<file path="src/rtl/id_ex_pipe.sv">
// -----------------------------------------------------------------------------
// id_ex_pipe
//   ID/EX pipeline register with a valid/ready handshake. It holds the
//   decoded instruction, PC, PC+4, register-file operands, raw immediate and
//   the packed control bundle for the execute stage. It also handles:
//     - back-pressure from execute (out_ready),
//     - flush of the held and incoming instruction (taken branch),
//     - load-use hazard detection with single-bubble insertion.
//
//   Optional build macro ID_EX_WB_BYPASS_EN:
//     When defined, writeback data presented in the same cycle as a capture
//     replaces a stale register-file operand whose source register matches
//     wb_addr (x0 is never bypassed). When undefined, the wb_* ports are
//     present but ignored.
//
// Ports
//   clk            rising-edge clock
//   reset          synchronous, active-low reset
//   in_valid       decode presents a valid instruction
//   in_ready       stage accepts the input this cycle (combinational)
//   in_inst        instruction (rs1=[19:15], rs2=[24:20], rd=[11:7])
//   in_pc          instruction PC
//   in_pc_inc      PC+4
//   in_data_1/2    register-file read data for rs1/rs2
//   in_imm         raw immediate bits inst[31:7]
//   in_ctrl        packed control bundle
//   in_is_load     instruction is a load
//   in_reg_wr_en   instruction writes rd
//   flush          kill held and incoming instruction
//   wb_wr_en       writeback enable
//   wb_addr        writeback destination register
//   wb_data        writeback data
//   out_valid      registered instruction valid
//   out_ready      execute accepts the registered instruction
//   out_inst, out_pc, out_pc_inc, out_data_1, out_data_2   registered copies
//   out_imm        registered immediate
//   out_ctrl       registered control, zero when the stage holds a bubble
//   out_rd         registered destination register
//   out_reg_wr_en  registered write enable, gated by out_valid
//   hazard_stall   load-use stall active this cycle (combinational)
// -----------------------------------------------------------------------------
module id_ex_pipe #(
  parameter int XLEN   = 32,
  parameter int IMM_W  = 25,
  parameter int CTRL_W = 24,
  parameter int RA_W   = 5
) (
  input  logic              clk,
  input  logic              reset,

  input  logic              in_valid,
  output logic              in_ready,
  input  logic [XLEN-1:0]   in_inst,
  input  logic [XLEN-1:0]   in_pc,
  input  logic [XLEN-1:0]   in_pc_inc,
  input  logic [XLEN-1:0]   in_data_1,
  input  logic [XLEN-1:0]   in_data_2,
  input  logic [IMM_W-1:0]  in_imm,
  input  logic [CTRL_W-1:0] in_ctrl,
  input  logic              in_is_load,
  input  logic              in_reg_wr_en,

  input  logic              flush,

  input  logic              wb_wr_en,
  input  logic [RA_W-1:0]   wb_addr,
  input  logic [XLEN-1:0]   wb_data,

  output logic              out_valid,
  input  logic              out_ready,
  output logic [XLEN-1:0]   out_inst,
  output logic [XLEN-1:0]   out_pc,
  output logic [XLEN-1:0]   out_pc_inc,
  output logic [XLEN-1:0]   out_data_1,
  output logic [XLEN-1:0]   out_data_2,
  output logic [IMM_W-1:0]  out_imm,
  output logic [CTRL_W-1:0] out_ctrl,
  output logic [RA_W-1:0]   out_rd,
  output logic              out_reg_wr_en,
  output logic              hazard_stall
);

  // Register fields decoded from the incoming instruction.
  logic [RA_W-1:0] rs1;
  logic [RA_W-1:0] rs2;
  logic [RA_W-1:0] rd_in;

  assign rs1   = in_inst[15 +: RA_W];
  assign rs2   = in_inst[20 +: RA_W];
  assign rd_in = in_inst[7  +: RA_W];

  // Internal state not exposed directly on the output side.
  logic held_is_load;
  logic wr_en_q;

  // The register may take a new value when empty or when execute drains it.
  logic adv;
  logic luh;

  assign adv = !out_valid || out_ready;

  // A held load whose rd feeds the incoming instruction cannot have its data
  // yet; x0 is hard-wired and never creates a dependency.
  assign luh = out_valid && held_is_load && (out_rd != '0) && in_valid &&
               ((out_rd == rs1) || (out_rd == rs2));

  assign hazard_stall  = luh;
  // Under flush the incoming transfer is consumed and discarded.
  assign in_ready      = flush || (adv && !luh);
  assign out_reg_wr_en = out_valid && wr_en_q;

  // Operand selection at capture time.
  logic [XLEN-1:0] data_1_sel;
  logic [XLEN-1:0] data_2_sel;

`ifdef ID_EX_WB_BYPASS_EN
  assign data_1_sel = (wb_wr_en && (wb_addr != '0) && (wb_addr == rs1)) ? wb_data : in_data_1;
  assign data_2_sel = (wb_wr_en && (wb_addr != '0) && (wb_addr == rs2)) ? wb_data : in_data_2;
`else
  assign data_1_sel = in_data_1;
  assign data_2_sel = in_data_2;
  // Writeback ports are part of the interface but have no effect here.
  logic unused_wb;
  assign unused_wb = &{1'b0, wb_wr_en, wb_addr, wb_data};
`endif

  // NOTE: sequential state uses non-blocking assignments so every register
  // samples the pre-edge values, independent of statement order.
  always_ff @(posedge clk) begin
    if (!reset) begin
      out_valid    <= 1'b0;
      out_inst     <= '0;
      out_pc       <= '0;
      out_pc_inc   <= '0;
      out_data_1   <= '0;
      out_data_2   <= '0;
      out_imm      <= '0;
      out_ctrl     <= '0;
      out_rd       <= '0;
      wr_en_q      <= 1'b0;
      held_is_load <= 1'b0;
    end else if (flush || (adv && luh)) begin
      // Kill or bubble: drop validity and side effects, data fields hold.
      out_valid <= 1'b0;
      out_ctrl  <= '0;
      wr_en_q   <= 1'b0;
    end else if (adv && in_valid) begin
      out_valid    <= 1'b1;
      out_inst     <= in_inst;
      out_pc       <= in_pc;
      out_pc_inc   <= in_pc_inc;
      out_data_1   <= data_1_sel;
      out_data_2   <= data_2_sel;
      out_imm      <= in_imm;
      out_ctrl     <= in_ctrl;
      out_rd       <= rd_in;
      wr_en_q      <= in_reg_wr_en;
      held_is_load <= in_is_load;
    end else if (adv) begin
      // Drained with nothing new: present an empty slot.
      out_valid <= 1'b0;
      out_ctrl  <= '0;
    end
  end

endmodule

</file>
<file path="config.mk">
export PLATFORM = sky130hd
export DESIGN_NAME = id_ex_pipe
export DESIGN_NICKNAME = d
export VERILOG_FILES = /design/src/rtl/id_ex_pipe.sv
export SDC_FILE = /design/constraint.sdc
export NUM_CORES = 1
export LEC_CHECK = 0
export ABC_CLOCK_PERIOD_IN_PS = 2800
export CAP_MARGIN = 15
export CELL_PAD_IN_SITES_DETAIL_PLACEMENT = 0
export CELL_PAD_IN_SITES_GLOBAL_PLACEMENT = 1
export CORE_AREA = 2 2 185 187
export CTS_BUF_LIST = sky130_fd_sc_hd__clkbuf_16
export DETAILED_ROUTE_END_ITERATION = 10
export DIE_AREA = 0 0 187 189
export GPL_ROUTABILITY_DRIVEN = 0
export MAX_ROUTING_LAYER = met4
export PLACE_DENSITY_LB_ADDON = 0.1
export SETUP_SLACK_MARGIN = 0.3
export SLEW_MARGIN = 15
export SYNTH_ARGS = -nofsm -noshare
export SYNTH_HDL_FRONTEND = slang
export SYNTH_SLANG_ARGS = --single-unit
</file>
<file path="constraint.sdc">
create_clock -name clk -period 2.8 [get_ports clk]
set_clock_uncertainty 0.2 [all_clocks]
set_input_delay 0.56 -clock clk [delete_from_list [all_inputs] [get_ports clk]]
set_output_delay 0.56 -clock clk [all_outputs]
set_load 0.01 [all_outputs]
</file>
Word-level counts from Yosys, hierarchy flattened. Index checks and enable logic that the tools add are counted. W data, S select, Z words.

Output and inout port bits: 218. Logic and storage cells: 37. Bits of input ports: 254. Flip-flop bits (word level): 217.

Mux-type cells: 4. Bitwise operators: 2. Reductions and logical operators: 18. Equal/unequal tests: 2.

Operator list (number): $mux W24 (2); $eq A5 B5 Y1 (2); $logic_and A1 B1 Y1 (8); $reduce_bool A5 Y1 (1); $logic_or A1 B1 Y1 (4); $logic_not A1 Y1 (2); $mux W1 (2); $not A1 Y1 (2); $reduce_and A2 Y1 (1); $reduce_bool A2 Y1 (1); $reduce_or A2 Y1 (1).

Depth between registers and ports, before layout. Gate-level depths: netlist of run 1.

Depth after elaboration: 8. Depth in mapped cells: 8. Mapped depth without buffers: 5.

Worst setup path before layout of run 1. Ideal clock, no wire load.

Path kind: register to register. Start: register, netlist name out_inst[8]. End: register out_data_1[0]. Data required time: 2528 ps. Path buffers: 3. Setup time: 72 ps. Clock period less this slack: 2324 ps. Stages on the path, launching flop included: 8. Data arrival time: 2052 ps. Setup slack: 476 ps. Cell sequence: dfxtp_1 or4_1 o2111a_1 a211oi_1 buf_4 buf_6 buf_6 mux2i_1.

RTL lines: end signal: assignment (line 152) `out_data_1 <= data_1_sel;`; end: declaration (line 74) `output logic [XLEN-1:0] out_data_1,`.

==> results.toml, run 1 <==
[setup_path]
crit_path_max_fanout = 2
cp.required_ns = 2.04
cp_data_arrival_time_ns = 1.94
cp-startpoint = "out_inst[9]"
startpoint_type = "register"
crit_type = "reg -> out"
rrSetupSlack_ns = 0.37
reg2reg_from = "out_inst[9]"
crit_end = "hazard_stall"
rr_worst_depth = 7
worstReg2RegEnd = "out_pc_inc[2]"
critPathCaptureType = "output port"

[cts]
cts-root-buf = "clkbuf_16"
clockBufferDepth = 3
clk-insertion-delay-late_ns = 0.52
htreeDepth = 1
cts.sink_count = 212
cts-buffers-inserted = 27
tritoncts = "done"
clk_pin_slew_ns = 0.06

[sta]
fmax_mhz = 370
final-setup-viol-count = 0
timing_worst_slew_pin_value_ns = 0.507
fin_crit_sh = 0.965
min_period_ns = 2.70
hold_viol_final = 0
hold_slack_ns = 0.161
slew_headroom = 0.662
slew_violations = 0
rsz0062_at_grt = "true"

[power]
ir_drop_v = 0.000376
p_per_area_nw_per_um2 = 544
p_leak_uw = 0.00554

[run_status]
outcome = "completed"

[worst_hold_path]
holdCritPathClass = "in -> reg"

[die]
start_util = 0.252
die_y_um = 189
ios = 472
chipWidth_um = 187
dieArea_um2 = 35300
row_count = 67
core_area_um2 = 33300

[yosys]
syn_area_per_cell_um2 = 9.32
synth_cells = 899
synth_edf_count = 0
synth_common_cells = "376 x nand2_1, 212 x dfxtp_1, 186 x mux2i_1"
yosysMostFrequentCell = "nand2_1"
yosysSeqAreaShare = 0.507
ys_seq_elements = 212
ys_types = 22
yosys.area.top_type = "dfxtp_1"
syn-cell-area_um2 = 8380
async_flop_share = 0
synth.top_cells.by_area = "dfxtp_1 51%, mux2i_1 22%, nand2_1 17%"
synth_nets = 1153
synth_top_area_share = 0.507
yosysWarnings = 0
ys.flop_type = "dfxtp_1"

[grt]
overflow = 0
gr-usage-met2 = 0.275
busiest_layer = "met2"
antenna_found_initial = 5
grt_pass1_vias = 7621
grt_first_pass_wirelength_um = 43500
grt_util_met3 = 0.0486
grt_max_degree = 115
met1_usage = 0.178
grt.total_usage = 0.160

[cells_and_area]
finalNonFillerCells = 1814
fin_nets = 1595
final_util = 0.431
synthToLayoutAreaGrowth_pct = 71.1
final_cell_area_um2 = 14300
layout-drive-gt1-share = 0.0705

[route]
viasPerCell = 4.09
wirelength_um = 28800
route.detailed.drc = 0
firstDrtPassIters = 4
num_vias = 7427
drt_iter0_markers = 239
wl_per_cell_um = 15.9
drtAntennaViolNets = 0

[place]
placed_cell_area_um2 = 13400
io_buffers = 433
hpwl_um = 21000
dpl.cell_count = 1756

[flow_run]
drv_cap = 0
-- layout make-up --
class                           count  area, µm²
Antenna cell                        5       12.5
Clock buffer                       27        676
Clock inverter                     22        171
Fill cell                        3256      19000
Multi-Input combinational cell    616       3740
Sequential cell                   212       4250
Tap cell                          448        561
Timing Repair Buffer              484       4920
-- cell families (layout without fill, tap and decap cells) --
family	Yosys count	in the layout	share of synthesized area
other	0	5	0
multiplexers	186	186	0.222
flip-flops	212	212	0.507
XOR/XNOR	10	10	0.0105
AND/OR/NAND/NOR	385	385	0.174
buffers and inverters	71	533	0.0509
AO/OA/AOI/OAI	35	35	0.0351
-- power by group --
group | switching, µW | total [µW] | leakage, µW | internal (µW)
Sequential | 75.9 | 3240 | 0.00173 | 3170
Clock | 1310 | 3320 | 0.000439 | 2010
Combinational | 487 | 1230 | 0.00336 | 740
-- stage by stage --
stage                     total power [µW]  worst slack (ns)  setup TNS (ns)
after floorplan                       3780             0.476               0
after global placement                4530            -0.285           -8.71
after detailed placement              4540            -0.279          -10.06
after CTS                             7970            0.0433               0
after global routing                  8180            0.0219               0
final                                 7800            0.0994               0
-- timing repair --
item / CTS / global route
hold buffers: 0 / 0
setup buffers: 2 / 1
pin swaps: 3 / 3
cloned: 0 / 1
setup endpoints to repair: 60 / 25
resized for setup: 17 / 5
-- worst min path at each step --
stage / start / endpoint / slack, ns / cells past startpoint
finish: in_inst[19] / out_inst[19] / 0.16 / 3
global route: in_inst[19] / out_inst[19] / 0.17 / 3
CTS: reset / out_imm[13] / 0.19 / 3
detailed placement: out_pc_inc[19] / out_pc_inc[19] / 0.25 / 2
global placement: out_data_1[13] / out_data_1[13] / 0.24 / 2
floorplan: wr_en_q / wr_en_q / 0.23 / 2
-- layout by cell type (no fill, tap or decap), types with 4 or more instances in the layout --
cell type,n
clkbuf_16,28
diode_2,5
xnor2_1,10
clkdlybuf4s50_1,428
buf_4,35
inv_1,6
a22o_1,24
mux2i_1,185
nand2_1,376
clkinv_2,4
clkinv_1,8
dfxtp_1,210
buf_12,13
-- registers in the layout, indices dropped and copies added (netlist names) --
| register | cells |
|---|---|
| out_data_2 | 32 |
| held_is_load | 1 |
| wr_en_q | 1 |
| out_ctrl | 24 |
| out_pc_inc | 32 |
| out_valid | 1 |
| out_data_1 | 32 |
| out_inst | 32 |
| out_imm | 25 |
| out_pc | 32 |
-- critical path: stages, from the launching register on --
cell and delay [ns]:
dfxtp_1 0.31, or4_4 0.57, o2111ai_4 0.23, buf_6 0.13, nor2_1 0.03, buf_2 0.14
-- layer usage --
metal,share of wire,vias up,routed length [µm]
met4,0.019,0,560
met1,0.41,3326,11800
li1,-,3817,-
met2,0.50,246,14400
met5,0,-,0
met3,0.071,38,2060
Power figures use the tool's default switching activity.
==> inputs of run 2 (changes only) <==
CTS_CLUSTER_DIAMETER = 50   (was not set)
==> results.toml, run 2 (synthesis gave the netlist of run 1 again) <==
[grt]
overflow = 0
grt.total_usage = 0.163
grt_pass1_vias = 7716
grt_max_degree = 115
antenna_found_initial = 4
grt_first_pass_wirelength_um = 44000

[flow_run]
drv_cap = 0

[power]
p_leak_uw = 0.00567
p_per_area_nw_per_um2 = 607
ir_drop_v = 0.000568
finalPower_uw = 8910

[sta]
slew_violations = 0
min_period_ns = 2.68
fin_crit_sh = 0.956
slew_headroom = 0.673
timing_worst_slew_pin_value_ns = 0.490
hold_viol_final = 0
final-setup-viol-count = 0
fmax_mhz = 374
rsz0062_at_grt = "true"
hold_slack_ns = 0.202

[die]
chipWidth_um = 187
row_count = 67
ios = 472
die_y_um = 189
dieArea_um2 = 35300
core_area_um2 = 33300
start_util = 0.252

[route]
viasPerCell = 4.10
route.detailed.drc = 0
wirelength_um = 29000
drt_iter0_markers = 230
drtAntennaViolNets = 0
firstDrtPassIters = 4
num_vias = 7492
wl_per_cell_um = 15.9

[setup_path]
crit_path_max_fanout = 3
rr_worst_depth = 7
worstPathCellList = "clkdlybuf4s50_1 > xnor2_1 > nand3_1 > o22a_1 > o21ai_1 > nand2b_1 > buf_2"
timing.critical_path.buf_inv = 2
rrSetupSlack_ns = 0.38
cpPeakStageDelay_ns = 0.52
critPathCaptureType = "output port"
crit_cells = 7
crit_type = "in -> out"
cp_data_arrival_time_ns = 1.92
cp_top_family = "buffers and inverters"
cp_slowest_cell = "clkdlybuf4s50_1"
startpoint_type = "input pin"
cp.required_ns = 2.04

[cells_and_area]
multiInputGateArea_um2 = 3740
synthToLayoutAreaGrowth_pct = 75.1
fillers = 3215
final_cell_mix = "429 x clkdlybuf4s50_1, 376 x nand2_1, 209 x dfxtp_1, 186 x mux2i_1, 37 x clkbuf_16"
final_cell_area_um2 = 14700
seqCellArea_um2 = 4250
fin_nets = 1603
final_common_cell = "clkdlybuf4s50_1"
layout-drive-gt1-share = 0.0865

[cts]
tritoncts = "done"
cts.sink_count = 212
cts-buffers-inserted = 36
clockBufferDepth = 3
cts-root-buf = "clkbuf_16"
clk_pin_slew_ns = 0.05
htreeDepth = 2
clk-insertion-delay-late_ns = 0.50
hold_buffers = 0

[place]
placed_cell_area_um2 = 13400
hpwl_um = 21000
io_buffers = 433

[run_status]
outcome = "completed"

[worst_hold_path]
holdPathStages = 3
holdCritPathClass = "in -> reg"
## run 2: layout make-up
class                           instances  share of cell area
Sequential cell                       212               0.290
Antenna cell                            4            0.000682
Tap cell                              448              0.0382
Clock buffer                           37              0.0631
Timing Repair Buffer                  483               0.334
Clock inverter                         28              0.0196
Multi-Input combinational cell        616               0.255
## run 2: layer usage
metal / vias up / track usage / share of wire
li1: 3839 / - / -
met3: 54 / 0.0552 / 0.074
met5: - / - / 0
met4: 0 / 0.0598 / 0.024
met1: 3345 / 0.178 / 0.41
met2: 254 / 0.277 / 0.49
## run 2: path summary, 6_finish.rpt
| check | startpoint | endpoint |
|---|---|---|
| setup / recovery | in_inst[24] | in_ready |
| hold / removal | in_inst[21] | out_inst[21] |
| setup reg to reg | out_inst[11] | out_data_1[16] |
| hold reg to reg | out_pc[23] | out_pc[23] |
## run 2: through the flow
stage	utilization	TNS (ns)	cells	worst slack [ns]
after CTS	0.440	0	1823	0.0616
after floorplan	-	0	899	0.476
final	0.441	0	1828	0.124
after global placement	0.402	-8.71	1756	-0.285
after global routing	0.441	0	1828	0.0338
after detailed placement	0.402	-10.06	1756	-0.279
## run 2: tightest hold or removal path: stages
cell	delay [ns]
dlymetal6s2s_1	0.15
nand2_1	0.08
mux2i_1	0.06
## run 2: what timing repair did
item,CTS,global route
endpoints found under the setup margin,58,21
resized for setup,19,3
pin swaps,4,3
buffers inserted,2,1
## run 2: where the power goes
part,switching [µW],leakage (µW),internal [µW]
Combinational,486,0.00333,737
Clock,1620,0.000598,2810
Sequential,75.8,0.00173,3170
==> inputs of run 3 (changes only) <==
CTS_CLUSTER_SIZE = 40   (was not set)
==> results.toml, run 3 (synthesis gave the netlist of run 1 again) <==
[cells_and_area]
fillers = 3225
finalNonFillerCells = 1828
fin_nets = 1603
final_cell_mix = "429 x clkdlybuf4s50_1, 376 x nand2_1, 209 x dfxtp_1, 186 x mux2i_1, 37 x clkbuf_16"
layout-drive-gt1-share = 0.0879
final_cell_area_um2 = 14700
final_common_cell = "clkdlybuf4s50_1"
synthToLayoutAreaGrowth_pct = 75.4

[cts]
clockBufferDepth = 3
clk_pin_slew_ns = 0.05
htreeDepth = 2
tritoncts = "done"
cts-buffers-inserted = 36
cts.sink_count = 212
clk-insertion-delay-late_ns = 0.50
cts-root-buf = "clkbuf_16"

[sta]
final-setup-viol-count = 0
final.setup.tns_ns = 0
setup_ws_ns = 0.124
timing_worst_slew_pin_value_ns = 0.492
min_period_ns = 2.68
fin_crit_sh = 0.956
slew_violations = 0
slew_headroom = 0.672
hold_viol_final = 0
fmax_mhz = 374
rsz0062_at_grt = "true"

[setup_path]
cp_top_family = "buffers and inverters"
worstPathCellList = "clkdlybuf4s50_1 > xnor2_1 > nand3_1 > o22a_1 > o21ai_1 > nand2b_1 > buf_2"
cp_data_arrival_time_ns = 1.92
cpPeakStageDelay_ns = 0.52
crit_type = "in -> out"
cp_slowest_cell = "clkdlybuf4s50_1"
startpoint_type = "input pin"
cp.required_ns = 2.04
rrSetupSlack_ns = 0.37
timing.critical_path.buf_inv = 2
crit_path_max_fanout = 3
critPathCaptureType = "output port"

[power]
p_leak_uw = 0.00567
ir_drop_v = 0.000377
p_per_area_nw_per_um2 = 611
finalPower_uw = 8970

[die]
ios = 472
dieArea_um2 = 35300
die_y_um = 189
row_count = 67
chipWidth_um = 187
core_area_um2 = 33300
start_util = 0.252

[grt]
grt.total_usage = 0.163
grt_first_pass_wirelength_um = 43900
overflow = 0
antenna_found_initial = 4
grt_max_degree = 115
grt_pass1_vias = 7736

[route]
wl_per_cell_um = 15.8
drt_iter0_markers = 258
drtAntennaViolNets = 0
num_vias = 7516
wirelength_um = 28900
viasPerCell = 4.11
firstDrtPassIters = 4
route.detailed.drc = 0

[place]
io_buffers = 433
hpwl_um = 21000
placed_cell_area_um2 = 13400
dp_slack_ns = -0.279
dpl.cell_count = 1756

[flow_run]
drv_cap = 0

[run_status]
outcome = "completed"

[worst_hold_path]
holdCritPathClass = "in -> reg"
-- run 3: worst paths after layout --
check	startpoint	to	depth (start not counted)
worst max register to register	out_inst[11]	out_data_1[22]	7
worst max-delay path	in_inst[24]	in_ready	7
worst min-delay path	in_inst[21]	out_inst[21]	3
worst min register to register	out_pc[23]	out_pc[23]	2
-- run 3: what timing repair did --
| action | in CTS | in global routing |
|---|---|---|
| setup buffers | 2 | 1 |
| hold buffers | 0 | 0 |
| setup endpoints to repair | 53 | 21 |
| resized for setup | 19 | 3 |
| pin swaps | 4 | 3 |
-- run 3: worst register-to-register path: stages, from the launching register on --
cell      delay, ns
dfxtp_2        0.31
or4_4          0.56
o2111a_1       0.31
a211oi_4       0.20
buf_4          0.19
buf_12         0.16
buf_16         0.20
mux2i_1        0.22
-- run 3: per-stage QoR --
step / hold slack (ns) / util
floorplan: 0.227 / -
global placement: 0.241 / 0.402
detailed placement: 0.246 / 0.402
CTS: 0.225 / 0.440
global route: 0.234 / 0.441
finish: 0.202 / 0.441
-- run 3: power breakdown --
part / switching, µW / internal (µW) / leakage, µW
clock: 1670 / 2830 / 0.000602
sequential: 75.6 / 3170 / 0.00173
combinational: 486 / 737 / 0.00333
-- run 3: area by class of cell --
| type | instances | area (µm²) | area share |
|---|---|---|---|
| well taps | 448 | 561 | 0.0382 |
| clock inverters | 28 | 308 | 0.0210 |
| repair buffers | 483 | 4890 | 0.333 |
| diodes | 4 | 10.0 | 0.000682 |
| flip-flops and latches | 212 | 4250 | 0.289 |
| multi-input cells | 616 | 3740 | 0.255 |
| clock buffers | 37 | 926 | 0.0630 |
-- run 3: routing by layer --
metal / global-route usage / routed length (µm) / up-vias
li1: - / - / 3842
met1: 0.177 / 11800 / 3368
met2: 0.277 / 14300 / 255
met3: 0.0541 / 2140 / 51
met4: 0.0586 / 714 / 0
met5: - / 0 / -
==> RTL edit 1: new RTL, settings of run 1 <==
The parameter `RA_W` goes from 5 to 4.
--- a/src/rtl/id_ex_pipe.sv
+++ b/src/rtl/id_ex_pipe.sv
@@ -45,3 +45,3 @@
   parameter int CTRL_W = 24,
-  parameter int RA_W   = 5
+  parameter int RA_W   = 4
 ) (
Ports: changed (resized out_rd and wb_addr); port bits go from 472 to 470. No check against the original RTL was run, so the function may have changed too.
==> RTL edit 1 against run 1 <==
Worst hold slack better by 0.074 ns; synthesized cell count is 0.78% lower; core utilization is 0.60 points lower; combinational power is 3% lower; routed wire length is 0.18% lower; sequential cell count stayed put; worst setup slack better by 0.13 ns; power is 2.0% lower; global-route usage hardly changed; area after synthesis is 0.60% lower; cell area is 1.4% lower; via count is 1.0% lower.
==> RTL edit 1: results <==
group,metric,value,unit
placed_design,placed_area,0.01327,mm^2
route,avgViaCountPerCell,4.100,
logic_synthesis,ys_seq_area_share,50.98,%
clocking,ctsHtreeMaxLevel,1,
layout,fill_cells,3299,
route,initialDrtViolationCount,206,
run_status,status,"finished clean",
pwr,ir_drop,0.3854,mV
placed_design,dp_hpwl,21.54,mm
critical_path,crit_fanout,4,
grt,grt_pass1_wl,43.26,mm
timing,tightest_slew,0.3954,ns
critical_path,reg2reg_from,"out_inst[8]",
route,wl,28.79,mm
grt,antenna_found_initial,3,
critical_path,slowest_stage,"dfxtp_4",
critical_path,r2r_cells,9,
placed_design,port_buffers,432,
grt,grt_usage,16.04,%
pwr,internal_power,0.005735,W
logic_synthesis,synth.distinct_cells,21,
critical_path,critPathTopFamily,"flip-flops",
pwr,leakagePower,5.468,nW
critical_path,endpoint,"in_ready",
critical_path,max_stage_delay,0.37,ns
layout,nets,1574,
clocking,numCtsBuffers,28,
critical_path,rr_endpoint,"out_data_2[12]",
layout,drive_gt1_share,6.557,%
logic_synthesis,synth_common_cells,"375 x nand2_1, 212 x dfxtp_1, 186 x mux2i_1",
critical_path,regToRegSetupSlack,0.53,ns
critical_path,cp.arrival,1.81,ns
logic_synthesis,yosys-top-cells-area,"dfxtp_1 51%, mux2i_1 22%, nand2_1 17%, a22o_1 2.5%, buf_6 2.2%",
grt,grt_pass1_vias,7410,
grt,grt_max_degree,68,
logic_synthesis,syn-num-nets,1145,
==> RTL edit 1: timing repair <==
item,4_1_cts,5_1_grt
cloned,0,0
gates resized for setup,22,2
setup buffers,1,0
setup endpoints to repair,2,6
pin swaps,3,1
==> RTL edit 1: logic make-up (layout without fill, tap and decap cells) <==
logic type,count (synthesis),after routing,share of synthesized area [%]
compound gates,28,28,2.840
other cells,0,3,0
flops,212,212,50.98
simple gates,387,387,17.90
mux,186,186,22.36
xor+xnor,8,8,0.8416
buf+inv,71,521,5.079
==> RTL edit 1: tightest hold or removal path, cell delays in order <==
cell	delay, ns
buf_8	0.19
nand2_1	0.11
mux2i_1	0.05
==> RTL edit 1: routing by layer <==
layer	part of all wire (%)	vias to the layer above	global-route usage (%)
met5	0	-	-
met2	48	282	26.97
met1	41	3253	17.73
met3	7.8	50	5.171
li1	-	3767	-
met4	3.6	0	6.136
==> RTL edit 1: how the worst min path moves through the flow <==
stage / from / endpoint / depth (start not counted)
floorplan: wr_en_q / wr_en_q / 2
global placement: out_data_1[18] / out_data_1[18] / 2
detailed placement: out_data_2[11] / out_data_2[11] / 2
CTS: in_inst[18] / out_inst[18] / 3
global route: reset / out_inst[27] / 3
finish: reset / out_inst[19] / 3
==> RTL edit 1: power by group through the flow <==
stage	Combinational (W)	Sequential, W	Clock, W
finish	0.00119	0.00325	0.00321
global route	0.00128	0.00327	0.00346
CTS	0.00121	0.00325	0.00334
detailed placement	0.00120	0.00331	0
global placement	0.00120	0.00331	0
floorplan	0.000390	0.00338	0
==> RTL edit 1: through the flow <==
stage	setup slack (ns)	hold WS [ns]	util, %	std cells
after floorplan	0.6608	0.2273	-	892
after global placement	-0.2909	0.2408	39.88	1738
after detailed placement	-0.2578	0.2460	39.88	1738
after CTS	0.1937	0.2213	42.40	1790
after global routing	0.1628	0.2522	42.46	1793
final	0.2307	0.2345	42.46	1793
==> RTL edit 1: layout make-up <==
type	count	area [um^2]	area share (%)
diodes	3	7.507	0.05313
clock buffers	29	725.7	5.136
flip-flops and latches	212	4252	30.09
inverters	1	3.754	0.02657
clock inverters	22	96.34	0.6818
well taps	448	560.5	3.967
multi-input cells	609	3679	26.03
repair buffers	469	4806	34.01
==> RTL edit 2: new RTL, flow settings as in run 1 <==
Made on the original files. Reset style: asynchronous (`reset`), changed in one clocked block. Comments in the files are not updated.
--- a/src/rtl/id_ex_pipe.sv
+++ b/src/rtl/id_ex_pipe.sv
@@ -128,3 +128,3 @@
   // samples the pre-edge values, independent of statement order.
-  always_ff @(posedge clk) begin
+  always_ff @(posedge clk or negedge reset) begin
     if (!reset) begin
Function: differs if reset is asserted again (counterexample within 4 cycles, from zero or initial values and one cycle with reset low); with reset held inactive, the same outputs for 4 cycles.
==> RTL edit 2 against run 1 <==
Routed wire length grew 0.88%; area after synthesis fell by 2.6%; global-route usage down 0.78 points; worst setup slack improved by 0.061 ns; core utilization is 1.6 points higher; critical path type is now in2reg; worst hold slack improved by 0.016 ns; die area stayed put; sequential cell count unchanged; cell area up 3.8%.
Power is not compared: it rests on default switching activity, and its combinational part moved more than twofold at a synthesized area within 25%.
==> RTL edit 2: results <==
group,metric,value,unit
run_status,status,"finished clean",
clocking,clk_path_buf_depth,3,
grt,grt_usage,15.24,%
grt,grt_pass1_vias,6279,
layout,drive_gt1_share,19.02,%
critical_path,crit_fanout,15,
critical_path,rr_endpoint,"out_imm[5]",
grt,grt_pass1_wl,40.03,mm
hold_path,worstHoldPathType,"in2reg",
grt,grt_max_degree,73,
logic_synthesis,yosys-top-cells-area,"dfrtp_1 65%, mux2_1 24%, a22o_1 2.6%, buf_8 2.0%, mux2_2 1.4%",
route,initialDrtViolationCount,130,
placed_design,placed_area,0.01317,mm^2
clocking,cts.sinks,212,
floorplanning,num_rows,67,
timing,slew_headroom,57.85,%
route,wl_per_cell,20.03,um
logic_synthesis,synth_common_cells,"212 x dfrtp_1, 176 x mux2_1, 24 x a22o_1",
clocking,numCtsBuffers,27,
logic_synthesis,yosysWarningCount,0,
critical_path,cp.arrival,2.84,ns
timing,tns,0,ns
hold_path,hold_end,"out_inst[17]",
critical_path,regToRegSetupSlack,0.19,ns
critical_path,reg2reg_from,"out_inst[7]",
logic_synthesis,syn-num-nets,738,
critical_path,r2r_cells,10,
logic_synthesis,synth.distinct_cells,23,
logic_synthesis,ys_seq_area_share,65.04,%
grt,antenna_found_initial,1,
pwr,ir_drop,0.4789,mV
hold_path,hold_depth,2,
logic_synthesis,synth_flop_cell,"dfrtp_1",
logic_synthesis,async_flop_share,100.0,%
hold_path,worstHoldStart,"in_inst[17]",
critical_path,setup.worst_path.start,"in_inst[20]",
clocking,cts-root-buf,"clkbuf_16",
placed_design,dp_hpwl,20.34,mm
route,avgViaCountPerCell,4.167,
layout,nets,1242,
-- RTL edit 2: layer usage --
layer  wire, um  vias up  GRT usage (%)  part of all wire, %
li1           -     2733              -                    -
met1      11860     3028          17.40                   41
met2      14530      261          25.95                   50
met3       2229       32          4.986                  7.7
met4        478        0          3.663                  1.6
met5          0        -              -                    0
-- RTL edit 2: kinds of logic (layout without fill, tap and decap cells) --
family,count (synthesis),in the layout,share of synthesized area [%]
DFF,212,212,65.04
muxes,186,186,25.68
buffers and inverters,32,552,4.096
AOI/OAI and AO/OA,30,30,3.237
and+or+nand+nor,14,14,0.8743
xor gates and xnor gates,10,10,1.074
other,0,1,0
-- RTL edit 2: worst max-delay path, cell delays in order --
cell,delay (ns)
clkdlybuf4s50_1,0.47
xnor2_2,0.16
nand3_1,0.12
o22ai_2,0.08
buf_4,0.14
buf_6,0.11
a211oi_4,0.35
buf_6,0.19
buf_12,0.15
buf_12,0.16
mux2_1,0.34
-- RTL edit 2: timing repair --
item                                   in CTS  in global routing
buffers inserted                            6                 10
endpoints found under the hold margin      65                  0
resized for setup                          19                 81
pin swaps                                   6                  5
hold buffers                                1                  0
setup endpoints to repair                   2                114
gates cloned                                0                 18
-- RTL edit 2: area by class of cell --
class                           count  area, um^2
Tap cell                          448       560.5
Fill cell                        3156       18410
Sequential cell                   212        5311
Clock buffer                       27       675.6
Clock inverter                     18       131.4
Timing Repair Buffer              505        5373
Multi-Input combinational cell    240        2806
Antenna cell                        1       2.502
Inverter                            2       7.507
-- RTL edit 2: worst max path at each step --
stage / endpoint / slack [ns] / cells after the start
after floorplan: in_ready / 0.61 / 5
after detailed placement: in_ready / -0.30 / 7
final: out_imm[5] / 0.16 / 11
after global placement: in_ready / -0.22 / 7
after CTS: in_ready / 0.17 / 6
after global routing: in_ready / 0.11 / 6
-- RTL edit 2: stage by stage --
step                hold slack [ns]  setup WS, ns  instances  utilization [%]  total power [W]
global route                 0.1508        0.1088       1453            44.67          0.01021
floorplan                   0.06441        0.6128        484                -         0.004628
global placement             0.2670       -0.2157       1372            39.58         0.006258
detailed placement           0.2737       -0.2970       1372            39.58         0.006274
CTS                          0.2138        0.1656       1424            42.22         0.009626
finish                       0.1770        0.1600       1453            44.67         0.009725
-- RTL edit 2: power by group through the flow --
stage	registers, W	logic (W)	clock network (W)
finish	0.00383	0.00266	0.00323
global route	0.00390	0.00281	0.00350
floorplan	0.00409	0.000533	0
detailed placement	0.00387	0.00241	0
CTS	0.00382	0.00245	0.00336
global placement	0.00385	0.00241	0
